$ cat config.mk
export PLATFORM = sky130hd
export DESIGN_NAME = apu_sequencer_flat
export DESIGN_NICKNAME = d
export VERILOG_FILES = /design/src/rtl/apu_sequencer_if.sv /design/src/rtl/apu_sequencer.sv /design/src/flat_wrapper.sv
export SDC_FILE = /design/constraint.sdc
export NUM_CORES = 1
export LEC_CHECK = 0
export CAP_MARGIN = 30
export CORE_MARGIN = 4
export CORE_UTILIZATION = 40
export DETAILED_ROUTE_END_ITERATION = 16
export PLACE_DENSITY = 0.63
export SLEW_MARGIN = 20
export SYNTH_ARGS = -nofsm -noshare
export SYNTH_HDL_FRONTEND = slang
export SYNTH_SLANG_ARGS = --single-unit
$ cat constraint.sdc
create_clock -name clk -period 6.95 [get_ports clk]
set_input_delay 1.39 -clock clk [delete_from_list [all_inputs] [get_ports clk]]
set_output_delay 1.39 -clock clk [all_outputs]
set_load 0.05 [all_outputs]
$ cat src/rtl/apu_sequencer_if.sv
// Register-write handshake between the host UART path, the sequencer and the
// registers block. The host side drives uart_*, the sequencer drives reg_*.
interface apu_sequencer_if;
  logic [3:0] uart_addr;
  logic [7:0] uart_data;
  logic       uart_ready;
  logic [3:0] reg_addr;
  logic [7:0] reg_data;
  logic       reg_ready;

  modport master (output uart_addr, output uart_data, output uart_ready,
                  input  reg_addr,  input  reg_data,  input  reg_ready);
  modport slave  (input  uart_addr, input  uart_data, input  uart_ready,
                  output reg_addr,  output reg_data,  output reg_ready);
endinterface

$ cat src/rtl/apu_sequencer.sv
// Frame-tick driven note sequencer that shares the single register write port
// with host UART writes; host writes always win and are never dropped.
module apu_sequencer #(
  parameter int          STEPS    = 16,
  parameter int          TEMPO    = 8,
  parameter logic [7:0]  HI_BYTE  = 8'h08,
  parameter logic [7:0]  MUTE_VAL = 8'h30
) (
  input  logic             clk,
  input  logic             reset,
  input  logic             enable_60hz,
  input  logic             play,
  input  logic             pat_we,
  input  logic [3:0]       pat_addr,
  input  logic [7:0]       pat_data,
  output logic [3:0]       step,
  output logic             busy,
  apu_sequencer_if.slave   bus
);

  localparam logic [3:0] STEP_LAST = 4'(STEPS - 1);
  localparam logic [7:0] FCNT_LAST = 8'(TEMPO - 1);

  typedef enum logic [2:0] {
    S_IDLE, S_WAIT, S_WR_LO, S_WR_HI, S_MUTE
  } state_t;

  state_t     r_state, w_state_nxt;
  logic [7:0] r_mem [16];
  logic [3:0] r_step;
  logic [7:0] r_fcnt;
  logic [7:0] r_note;
  logic [3:0] r_reg_addr;
  logic [7:0] r_reg_data;
  logic       r_reg_ready;

  logic       w_req;
  logic       w_start;
  logic [3:0] w_req_addr;
  logic [7:0] w_req_data;
  logic [7:0] w_mem_rd;

  // Read happens before this edge's write lands, so a same-cycle write returns old data.
  assign w_mem_rd = r_mem[r_step];

  always_comb begin
    w_state_nxt = r_state;
    w_req       = 1'b0;
    w_start     = 1'b0;
    w_req_addr  = 4'h0;
    w_req_data  = 8'h00;
    case (r_state)
      S_IDLE: if (play) w_state_nxt = S_WAIT;
      S_WAIT: begin
        if (!play) begin
          w_state_nxt = S_MUTE;
        end else if (enable_60hz && (r_fcnt == 8'd0)) begin
          w_start = 1'b1;
          if (w_mem_rd != 8'h00) w_state_nxt = S_WR_LO;
        end
      end
      S_WR_LO: begin
        w_req      = 1'b1;
        w_req_addr = 4'h2;
        w_req_data = r_note;
        if (!bus.uart_ready) w_state_nxt = S_WR_HI;
      end
      S_WR_HI: begin
        w_req      = 1'b1;
        w_req_addr = 4'h3;
        w_req_data = HI_BYTE;
        if (!bus.uart_ready) w_state_nxt = S_WAIT;
      end
      S_MUTE: begin
        w_req      = 1'b1;
        w_req_addr = 4'h0;
        w_req_data = MUTE_VAL;
        if (!bus.uart_ready) w_state_nxt = S_IDLE;
      end
      default: w_state_nxt = S_IDLE;
    endcase
  end

  always_ff @(posedge clk or posedge reset) begin
    if (reset) r_state <= S_IDLE;
    else       r_state <= w_state_nxt;
  end

  always_ff @(posedge clk or posedge reset) begin
    if (reset) begin
      for (int i = 0; i < 16; i++) r_mem[i] <= 8'h00;
    end else if (pat_we) begin
      r_mem[pat_addr] <= pat_data;
    end
  end

  // Step and frame counter are zeroed on the way into IDLE so step reads 0 there.
  always_ff @(posedge clk or posedge reset) begin
    if (reset) begin
      r_step <= 4'd0;
      r_fcnt <= 8'd0;
      r_note <= 8'h00;
    end else begin
      if (w_state_nxt == S_IDLE) r_step <= 4'd0;
      else if (w_start)          r_step <= (r_step == STEP_LAST) ? 4'd0 : r_step + 4'd1;

      if ((r_state == S_IDLE) || (w_state_nxt == S_IDLE)) r_fcnt <= 8'd0;
      else if (enable_60hz) r_fcnt <= (r_fcnt == FCNT_LAST) ? 8'd0 : r_fcnt + 8'd1;

      if (w_start) r_note <= w_mem_rd;
    end
  end

  // Host request pre-empts the sequencer; the held request retries next cycle.
  always_ff @(posedge clk or posedge reset) begin
    if (reset) begin
      r_reg_addr  <= 4'h0;
      r_reg_data  <= 8'h00;
      r_reg_ready <= 1'b0;
    end else if (bus.uart_ready) begin
      r_reg_addr  <= bus.uart_addr;
      r_reg_data  <= bus.uart_data;
      r_reg_ready <= 1'b1;
    end else if (w_req) begin
      r_reg_addr  <= w_req_addr;
      r_reg_data  <= w_req_data;
      r_reg_ready <= 1'b1;
    end else begin
      r_reg_ready <= 1'b0;
    end
  end

  assign bus.reg_addr  = r_reg_addr;
  assign bus.reg_data  = r_reg_data;
  assign bus.reg_ready = r_reg_ready;
  assign step          = r_step;
  assign busy          = (r_state == S_WR_LO) || (r_state == S_WR_HI) || (r_state == S_MUTE);

endmodule

$ cat src/flat_wrapper.sv
// flat-port wrapper written by rule: the top's interface ports become plain ports
module apu_sequencer_flat 
#(
  parameter int          STEPS    = 16,
  parameter int          TEMPO    = 8,
  parameter logic [7:0]  HI_BYTE  = 8'h08,
  parameter logic [7:0]  MUTE_VAL = 8'h30
)
  (clk, reset, enable_60hz, play, pat_we, pat_addr, pat_data, step, busy, bus_uart_addr, bus_uart_data, bus_uart_ready, bus_reg_addr, bus_reg_data, bus_reg_ready);
  apu_sequencer_if bus_i ();
  input  logic clk;
  input  logic reset;
  input  logic enable_60hz;
  input  logic play;
  input  logic pat_we;
  input  logic [3:0] pat_addr;
  input  logic [7:0] pat_data;
  output logic [3:0] step;
  output logic busy;
  input wire logic [$bits(bus_i.uart_addr)-1:0] bus_uart_addr;
  input wire logic [$bits(bus_i.uart_data)-1:0] bus_uart_data;
  input wire logic [$bits(bus_i.uart_ready)-1:0] bus_uart_ready;
  output wire logic [$bits(bus_i.reg_addr)-1:0] bus_reg_addr;
  output wire logic [$bits(bus_i.reg_data)-1:0] bus_reg_data;
  output wire logic [$bits(bus_i.reg_ready)-1:0] bus_reg_ready;
  assign bus_i.uart_addr = bus_uart_addr;
  assign bus_i.uart_data = bus_uart_data;
  assign bus_i.uart_ready = bus_uart_ready;
  assign bus_reg_addr = bus_i.reg_addr;
  assign bus_reg_data = bus_i.reg_data;
  assign bus_reg_ready = bus_i.reg_ready;
  apu_sequencer #(.STEPS(STEPS), .TEMPO(TEMPO), .HI_BYTE(HI_BYTE), .MUTE_VAL(MUTE_VAL)) u_core (.clk(clk), .reset(reset), .enable_60hz(enable_60hz), .play(play), .pat_we(pat_we), .pat_addr(pat_addr), .pat_data(pat_data), .step(step), .busy(busy), .bus(bus_i));
endmodule
==> results.ini <==
[setup_path]
crit_buf_inv = 2
crit_type = reg2out
worst_path_max_delay_cell = clkdlybuf4s50_1
critPathMaxStageDelay_ns = 0.80
cp_max_fo = 10
path_delay_family = buffers and inverters
worstPathCellList = nor2b_1 > nor2_1 > inv_1 > clkdlybuf4s50_1
crit_required_ns = 5.56
worstPathArrival_ns = 2.58
crit_path_start_kind = register
end_kind = output port

[route]
drt-initial-drc-count = 301
drc_errors = 0
wl_um = 17500
viasPerCell = 5.45
first_pass_iters = 5
antenna_left = 0
post_drt_wl_per_cell_um = 19.2
vias = 4969

[place]
finalWeightedCongestion = 0.797
io_buffers = 47
dp_hpwl_um = 11700

[power]
ir_worst_vdd_mv = 0.151
p_leak_nw = 3.70
finalPower_w = 0.00304
p_per_area_mw_per_mm2 = 337

[clocking]
cts-root-buf = clkbuf_16
clock_path_buffers = 2
cts_resized = 0
path_clk_slew_ns = 0.07
postCtsSetupBuffers = 0
cts_max_level = 4
clock_sinks = 164
postCtsHoldBufs = 0
cts_tree = done
cts_made_buffers = 17
clk_latency_ns = 0.43

[logic_synthesis]
synth.top_cells.by_area = dfrtp_1 (53%), mux2_2 (20%), mux4_2 (4.1%)
syn_area_mm2 = 0.00775
syn_area_per_cell_um2 = 12.8
syn_inst = 606
synth_flop_cell = dfrtp_1
synth_seq_cells = 164
synth_edf_count = 0
syn_nets = 639
seq_area_frac_synth = 0.529
ys_async_sr_fraction = 1.00
ys_types = 53
synth_top_area_share = 0.529
synth_warnings = 0
synth_area_leader_cell = dfrtp_1

[finish]
drive_gt1_frac = 0.301
area_growth_syn_to_layout_pct = 16.3
final_nets = 671
num_antenna_cells = 0
fillers = 1677
final_common_cell = dfrtp_1
final_cell_mix = dfrtp_1 (163), mux2_2 (136), nor2_1 (51), clkdlybuf4s50_1 (47), nand2_1 (26)

[die]
die_area_mm2 = 0.0217
die_x_um = 147
dieHeight_um = 147
start_util = 0.410
ios = 48
rows = 50
coreArea_mm2 = 0.0189

[grt]
grt_use_total = 0.168
grt_max_degree = 108
grt_overflow = 0
grt_antenna_before_repair = 0
grt_pass1_wl_um = 28800
grt_pass1_vias = 5277

[sta]
timing.fmax_mhz = 252
finalSetupTns_ns = 0
rsz0062_at_grt = no
tightest_slew_ns = 0.910
maxSlewViolCount = 0
fin_worst_skew_ns = 0.00809
period_share = 0.571
setup_viol_count_final = 0
min_period_ns = 3.97
report.final.hold_viol_count = 0
max-slew-margin-rel = 0.391

[worst_hold_path]
hold_path.class = reg2reg

[status]
outcome = complete, no violations

[flow_run]
timing.max_cap.violations = 0

-- flip-flops by register name, summed over array words and instances (netlist names) --
name,cells
u_core.bus.reg_ready,1
u_core.bus.reg_data,8
u_core.r_note,8
u_core.r_state,3
u_core.r_fcnt,8
u_core.bus.reg_addr,4
u_core.step,4
u_core.r_mem,128
-- Yosys cell counts (all sizes together) (5+ instances only) --
cell type / count
a211oi: 8
a21oi: 13
a22oi: 15
buf: 13
clkbuf: 27
dfrtp: 164
inv: 6
mux2: 137
mux2i: 19
mux4: 16
nand2: 27
nand2b: 5
nand3: 10
nor2: 51
nor2b: 10
o21ai: 14
or2: 7
or3: 5
xor2: 6
-- power by group --
group          total (W)  switching (W)  internal (W)  leakage [nW]
logic           0.000786       0.000415      0.000371          1.40
registers        0.00132       0.000133       0.00119          2.02
clock network   0.000933       0.000423      0.000510         0.279
-- final timing paths --
| check | startpoint | to | slack (ns) | cells after the start |
|---|---|---|---|---|
| max in group asynchronous | reset | u_core.r_mem[87] | 4.14 | 4 |
| worst max-delay path | u_core.r_state[1] | busy | 2.98 | 4 |
| worst max register to register | u_core.step[2] | u_core.r_state[1] | 4.07 | 7 |
| worst min-delay path | u_core.r_mem[110] | u_core.r_mem[110] | 0.50 | 1 |
| min in group asynchronous | reset | u_core.r_mem[34] | 1.38 | 2 |
| worst min register to register | u_core.r_mem[110] | u_core.r_mem[110] | 0.50 | 1 |
-- per-stage QoR --
| stage | area, um2 | setup WS [ns] | instances | utilization | hold slack (ns) |
|---|---|---|---|---|---|
| after floorplan | 7750 | 1.13 | 606 | - | 0.465 |
| after global placement | 8390 | 3.32 | 877 | 0.444 | 0.479 |
| after detailed placement | 8390 | 3.28 | 877 | 0.444 | 0.488 |
| after CTS | 8970 | 2.99 | 909 | 0.475 | 0.503 |
| after global routing | 9020 | 2.82 | 911 | 0.477 | 0.514 |
| final | 9020 | 2.98 | 911 | 0.477 | 0.503 |
-- area by class of cell --
type                            instances  area (um2)  area share
Clock buffer                           17         425      0.0472
Tap cell                              260         325      0.0361
Multi-Input combinational cell        396        3430       0.380
Timing Repair Buffer                   53         543      0.0602
Sequential cell                       164        4110       0.455
Inverter                                6        27.5     0.00305
Clock inverter                         15         161      0.0179
-- kinds of logic after synthesis --
logic type / count (synthesis) / synth area share
multiplexers: 172 / 0.271
flip-flops: 164 / 0.529
buffers and inverters: 46 / 0.0287
AO/OA/AOI/OAI: 76 / 0.0712
XOR/XNOR: 7 / 0.00791
adder cells (fa/ha/maj): 3 / 0.00484
AND/OR/NAND/NOR: 138 / 0.0868
-- layer usage --
metal / share of wire / vias up / GRT usage / wire length (um)
met5: 0 / - / 0 / 0
met1: 0.47 / 2554 / 0.228 / 8230
met2: 0.47 / 101 / 0.270 / 8250
met3: 0.037 / 26 / 0.0342 / 655
li1: - / 2288 / - / -
met4: 0.019 / 0 / 0.0606 / 333
Power figures use the tool's default switching activity.
